**config.mk**
```make
export PLATFORM = sky130hd
export DESIGN_NAME = rsr_shift_sequencer
export DESIGN_NICKNAME = d
export VERILOG_FILES = /design/src/rtl/rsr_shift_sequencer.sv
export SDC_FILE = /design/constraint.sdc
export NUM_CORES = 1
export LEC_CHECK = 0
export CORE_MARGIN = 1
export CORE_UTILIZATION = 45
export CTS_BUF_LIST = sky130_fd_sc_hd__clkbuf_8
export DETAILED_ROUTE_END_ITERATION = 7
export GPL_TIMING_DRIVEN = 0
export PLACE_DENSITY = 0.83
export RECOVER_POWER = 50
export SYNTH_ARGS = -nofsm -noshare
export SYNTH_HDL_FRONTEND = slang
export SYNTH_SLANG_ARGS = --single-unit
```
**constraint.sdc**
```tcl
create_clock -name clk -period 2.2 [get_ports clk]
set_input_delay 0.33 -clock clk [delete_from_list [all_inputs] [get_ports clk]]
set_output_delay 0.33 -clock clk [all_outputs]
set_load 0.02 [all_outputs]
```
**src/rtl/rsr_shift_sequencer.sv**
```systemverilog
// Decode-stage micro-sequencer for register-shifted-register ops: borrows read port 2
// for one cycle to fetch Rs, then releases the op into execute with pre-decoded shift flags.
module rsr_shift_sequencer #(
    parameter int CNTW = 16
) (
    input  logic            clk,
    input  logic            reset,
    input  logic [31:0]     InstrD,
    input  logic            validD,
    input  logic            isRSRtypeD,
    input  logic            StallD,
    input  logic            FlushD,
    input  logic            StallE,
    input  logic            FlushE,
    input  logic [31:0]     RD2D,
    output logic            seqUseRsD,
    output logic [3:0]      seqRA2D,
    output logic            seqStallF,
    output logic            seqStallD,
    output logic            seqBubbleE,
    output logic            rsrValidE,
    output logic [31:0]     RsValE,
    output logic [1:0]      shiftOpE,
    output logic            amtZeroE,
    output logic            amtLt32E,
    output logic            amtEq32E,
    output logic            rorZeroE,
    output logic [CNTW-1:0] stallCount
);

    typedef enum logic {
        IDLE  = 1'b0,
        ISSUE = 1'b1
    } state_t;

    state_t          state_reg, state_next;
    logic [31:0]     rs_hold_reg, rs_hold_next;
    logic [1:0]      shift_op_hold_reg, shift_op_hold_next;
    logic [CNTW-1:0] stall_count_reg;

    logic trig;
    logic seq_active;
    logic release_e;
    logic amt_zero, amt_lt32, amt_eq32, ror_zero;

    // Only the Rs field and shift type are consumed; RD2D is captured whole.
    logic unused_instr_bits;
    assign unused_instr_bits = ^{InstrD[31:12], InstrD[7], InstrD[4:0]};

    assign trig = validD & isRSRtypeD & ~FlushD;

    always_comb begin
        state_next         = state_reg;
        rs_hold_next       = rs_hold_reg;
        shift_op_hold_next = shift_op_hold_reg;
        seq_active         = 1'b0;
        case (state_reg)
            IDLE: begin
                seq_active = trig;
                // A stalled capture is retried so forwarded data can still change Rs.
                if (trig && !StallD) begin
                    rs_hold_next       = RD2D;
                    shift_op_hold_next = InstrD[6:5];
                    state_next         = ISSUE;
                end
            end
            ISSUE: begin
                if (FlushD) begin
                    state_next         = IDLE;
                    rs_hold_next       = '0;
                    shift_op_hold_next = '0;
                end else if (!StallD) begin
                    state_next = IDLE;
                end
            end
            default: state_next = IDLE;
        endcase
    end

    assign seqUseRsD  = seq_active;
    assign seqRA2D    = seq_active ? InstrD[11:8] : 4'd0;
    assign seqStallF  = seq_active;
    assign seqStallD  = seq_active;
    assign seqBubbleE = seq_active;

    assign release_e = (state_reg == ISSUE) & ~StallD & ~FlushD;

    // Shift-amount classification on the low byte only, as the shifter uses it.
    assign amt_zero = (rs_hold_reg[7:0] == 8'd0);
    assign amt_lt32 = (rs_hold_reg[7:0] <  8'd32);
    assign amt_eq32 = (rs_hold_reg[7:0] == 8'd32);
    assign ror_zero = (rs_hold_reg[4:0] == 5'd0);

    always_ff @(posedge clk) begin
        if (reset) begin
            state_reg         <= IDLE;
            rs_hold_reg       <= '0;
            shift_op_hold_reg <= '0;
        end else begin
            state_reg         <= state_next;
            rs_hold_reg       <= rs_hold_next;
            shift_op_hold_reg <= shift_op_hold_next;
        end
    end

    always_ff @(posedge clk) begin
        if (reset) begin
            stall_count_reg <= '0;
        end else if (seq_active && (stall_count_reg != {CNTW{1'b1}})) begin
            stall_count_reg <= stall_count_reg + 1'b1;
        end
    end

    assign stallCount = stall_count_reg;

    always_ff @(posedge clk) begin
        if (reset || FlushE) begin
            rsrValidE <= 1'b0;
            RsValE    <= '0;
            shiftOpE  <= '0;
            amtZeroE  <= 1'b0;
            amtLt32E  <= 1'b0;
            amtEq32E  <= 1'b0;
            rorZeroE  <= 1'b0;
        end else if (!StallE) begin
            if (release_e) begin
                rsrValidE <= 1'b1;
                RsValE    <= rs_hold_reg;
                shiftOpE  <= shift_op_hold_reg;
                amtZeroE  <= amt_zero;
                amtLt32E  <= amt_lt32;
                amtEq32E  <= amt_eq32;
                rorZeroE  <= ror_zero;
            end else begin
                rsrValidE <= 1'b0;
                RsValE    <= '0;
                shiftOpE  <= '0;
                amtZeroE  <= 1'b0;
                amtLt32E  <= 1'b0;
                amtEq32E  <= 1'b0;
                rorZeroE  <= 1'b0;
            end
        end
    end

endmodule

```
== After elaboration in Yosys (flattened, before gate mapping) ==
Cells that the tools add are included.
Operators by class
  add/subtract/negate cells: 1
  multipliers: 0
  divide/modulo/power cells: 0
  magnitude comparators: 1
  eq/ne operators: 4
  shifts and indexed selects: 0
  muxes and demuxes: 19
  bitwise gates (word level): 7
  reduce and logical (&&, ||, !) cells: 7
Operator list (number)
  two-way mux 32 bit: 3
  one-hot mux 32 bit (2 select lines): 1
  adder 16 x 1 -> 16 bit (second input constant): 1
  != test 16 bit (second input constant): 1
  two-way mux 1 bit: 9
  equality test 8 x 6 -> 1 bit (second input constant): 1
  logical NOT 8 bit: 1
  less-than comparator 8 x 6 -> 1 bit (second input constant): 1
  two-way mux 2 bit: 3
  logical NOT 5 bit: 1
  bitwise AND 1 bit: 4
  two-way mux 4 bit: 1
  != test 2 bit (second input constant): 2
  one-hot mux 2 bit (2 select lines): 1
  inverter 1 bit: 3
  logical AND 1 bit: 2
  one-hot mux 1 bit (2 select lines): 1
  AND reduction 2 bit: 1
  logical NOT 1 bit: 1
  logical OR 1 bit: 1
Storage, ports and cells
  register bits after elaboration: 90
  bits in latches: 0
  RAM bits: 0
  ROM bits: 0
  bits of input ports: 72
  output and inout bits: 63
  logic and storage cells: 50
  memories: 0

== Longest topological paths before layout ==
  word-level depth: 5
  depth in mapped cells: 7
  depth with buffers taken out: 5

== Worst setup path before layout ==
OpenSTA, ideal clock, no wires.
  path kind: reg2reg
  start point: reg stall_count_reg[0], in the netlist stallCount[0]
  end point: reg stall_count_reg[0], in the netlist stallCount[0]
  library setup time: 121 ps
  arrival: 1700 ps
  required time: 2079 ps
  slack: 379 ps
  stages on the path, launching flop included: 6
  buffers on the path: 0
  period minus slack after synthesis: 1821 ps
  cell sequence: dfxtp_1 -> ha_1 -> nand3_1 -> nor4_4 -> nor2b_1 -> mux2_2
Between the ends
  word-level cells in the longest chain between the ends: 2
  elaborated cells on any way between the ends: 3
  those cells by class: add/sub: 1; eq/ne: 1; reduce/logical: 1
RTL lines
  start: declaration: RTL line 39  | logic [CNTW-1:0] stall_count_reg;
  start signal: assignment: RTL line 110  | stall_count_reg <= stall_count_reg + 1'b1;
  parallel branches: the longest is 2 deep, another holds adder 16 x 1 -> 16 bit
Parallel ways; which one is timed is not known.
A chain may end at the register's enable or synchronous reset.

== Worst setup path after layout ==
  start point: reg state_reg
  end point: out seqRA2D[1]
Between the ends
  word-level cells in the longest chain between the ends: 2
RTL lines
  start: declaration: RTL line 36  | state_t state_reg, state_next;
  start signal: assignment: RTL line 100  | state_reg <= state_next;
  two-way mux 1 bit: RTL line 57  | case (state_reg)
  two-way mux 4 bit: RTL line 81  | assign seqRA2D = seq_active ? InstrD[11:8] : 4'd0;
  end: declaration: RTL line 17  | output logic [3:0] seqRA2D,
No other way between the ends.

==> results.md <==
* Vias in the first global route at 3062
* Critical Path RT at 1.87 ns
* Async SR Flop Fraction at 0%
* Clock skew at 0.00587 ns
* Final Power at 2.87 mW
* Routability cong. at 0.865
* Net load switching power at 711 uW
* Worst Setup SP: state_reg
* Leakage at 1.83 nW
* Fin crit period at 2.10 ns
* Clk_lat worst skew at 0.36 ns
* CTS Buf Count at 9
* Worst Setup End Kind: output port
* Clk root buf: clkbuf_8
* Slew @ Worst Pin at 0.672 ns
* Tightest slew margin relative to the limit at 55.0%
* FF-to-FF setup slack at 0.25 ns
* Period utilisation layout at 95.6%
* FILL cells at 622
* Global route hottest layer: met2
* R2R Path End: stallCount[9]
* CTS tree: built
* GR Util met3 at 5.26%
* First-pass GRT wire length at 14400 um
* Final setup fails at 0
* Vias per inst at 5.51
* Initial antenna violation count at 0
* Synthesized flop and latch total at 90
* Residual DRC at 0
* CTS clk-pin slew, worst paths at 0.09 ns
* Grt ovf at 0
* Synth Flop Type: dfxtp_1
* Worst setup endpoint: seqRA2D[1]
* Largest net degree at the start of global routing at 16
* CTS sink cnt at 90
* Syn Nets at 437
* RSZ-0062 raised after global routing: no
* Gr usage total at 24.0%
* CP Max Fanout at 13
* PD cells at 604 nW/um^2
* Final ANT Viol Nets at 0
* Post-CTS setup buffers at 0
* Clk buf depth at 2
* Max H-tree Level at 3
* Cell-internal power at 2.16 mW
* Initial Util at 46.8%
* Core region area at 7290 sq um
* Die height at 89.0 um
* Ant diodes at 0
* HPWL Detailed at 6570 um
* Synthesized cell area at 3410 sq um
* Max Cap Viol at 0
* Sequential share of power at 57.5%
* Register area share after synthesis at 52.8%
* I/O Pins at 135
* Final core utilization at 65.3%
* Setup crit start kind: flip-flop
* Met2 usage at 40.1%
* Comb power frac at 7.4%
* 1st-iter DRT viols at 118
* Ys Warns at 0
* Met1 Usage GRT at 29.7%
* Worst hold path stage count at 2
* IO buf count at 108
* Status: finished, final reports clean
* Maximum operating frequency at 475 MHz
* Final Hold Fails at 0
* R2r worst-path depth at 5
* Hold Path Class: reg -> reg
* Crit Path Category: reg -> out
* DP Worst Slack at -0.405 ns
* Router iterations before antenna repair at 4
* Min setup slack post-route at 0.0963 ns
* Syn Area/Cell at 9.37 sq um
* Clock share of power at 35.0%
* R2R Path Start: stallCount[0]
* Final Max Tran Viols at 0
* Worst Path Arrival at 1.77 ns
* Post-synth EDFFs at 0
* Post-CTS Hold Buffers at 0
* Switching share of power at 24.7%
* Final #Nets at 556
* Drt wl/cell at 15.5 um
* Cell variety after synth at 39
* Layout overhead on the synthesized area at 39.6%
* Final wirelength at 9120 um
* Row Count at 31
* Die ar. at 7930 sq um
* Cell count after synthesis at 364
* Max VDD drop at 0.383 mV
* Ratio of cells with drive above 1 in the final layout at 6.97%
* Chip width at 89.0 um
* Vias at 3233
==> stage by stage <==
stage	instance area, sq um	setup TNS [ns]	cells	hold slack (ns)
after CTS	4770	0	587	0.485
after floorplan	3410	0	364	0.463
after detailed placement	4610	-6.66	571	0.473
after global routing	4760	0	587	0.508
final	4760	0	587	0.484
after global placement	4610	-5.12	571	0.448
==> critical path: stages, from the launching register on <==
cell and delay [ns]:
dfxtp_1 0.40, and4bb_2 0.25, buf_6 0.13, buf_4 0.17, and2_1 0.16, dlygate4sd2_1 0.31
==> cells by family after synthesis <==
logic type,synth area share (%)
compound gates,21.2
fa+ha+maj,0.367
buf+inv,4.55
flops,52.8
mux,0.954
simple gates,20.0
==> synth_stat cells (6+ instances only) <==
cell type,instances,area share [%]
dfxtp_1,90,53
a22oi_1,70,15
o21ai_0,6,0.88
nand2_1,9,0.99
buf_2,7,1.0
or3_1,7,1.3
a21oi_1,11,1.6
clkbuf_1,15,1.7
nor2_1,77,8.5
nand4_1,8,1.5
and2_1,6,1.1
==> timing repair <==
item / CTS / global route
resized for setup: 10 / 0
endpoints found under the setup margin: 8 / 0
endpoints found under the hold margin: 0 / 0
==> power groups by stage <==
stage                     Clock (mW)  Combinational [mW]  Sequential [mW]
after floorplan                    0              0.0895             1.69
after global placement             0               0.215             1.69
after detailed placement           0               0.218             1.69
after CTS                       1.01               0.215             1.65
after global routing            1.09               0.231             1.66
final                           1.01               0.214             1.65
==> worst min-delay path by stage <==
| stage | from | to | slack, ns |
|---|---|---|---|
| 5_1_grt | amtEq32E | amtEq32E | 0.51 |
| 2_1_floorplan | rs_hold_reg[22] | RsValE[22] | 0.46 |
| 6_report | amtEq32E | amtEq32E | 0.48 |
| 3_3_place_gp | amtEq32E | amtEq32E | 0.45 |
| 4_1_cts | amtEq32E | amtEq32E | 0.49 |
| 3_5_place_dp | amtEq32E | amtEq32E | 0.47 |
==> per-layer routing <==
layer	share of wire (%)	vias to the layer above	routed length [um]
li1	-	1564	-
met1	43	1541	3910
met2	49	110	4470
met3	5.6	18	507
met4	2.4	0	220
met5	0	-	0
==> area by class of cell <==
class                   count  area, sq um  area share [%]
repair buffers            108         1070            22.5
inverters                   5         18.8           0.394
plain buffers              28          136            2.87
clock buffers               9          124            2.60
clock inverters             7         46.3           0.973
flip-flops and latches     90         1800            37.9
multi-input cells         241         1440            30.2
well taps                  99          124            2.60
==> cell usage in the layout (no fill, tap or decap), types with 2 or more instances in the layout <==
cell type        Yosys  routed
dfxtp_1             90      90
and2_1               6       6
nand3_1              5       5
mux2_2               2       2
nor2b_1              3       3
or2_2                2       2
nor2_1              77      77
o21ai_0              6       6
and3_1               2       2
and4_1               2       2
a22oi_1             70      70
nand2_1              9       9
clkdlybuf4s50_1      0      45
dlygate4sd3_1        0      54
buf_4                4       4
buf_2                7       7
inv_6                0       2
a21oi_1             11      11
nor4_1               4       4
nand4_1              8       9
o31ai_1              4       4
dlygate4sd2_1        0       8
or3_1                7       7
nor3_1               5       5
o211ai_1             3       3
inv_1                5       7
o31a_1               2       2
clkbuf_1            15      15
clkbuf_8             0       9
Power figures use the tool's default switching activity.
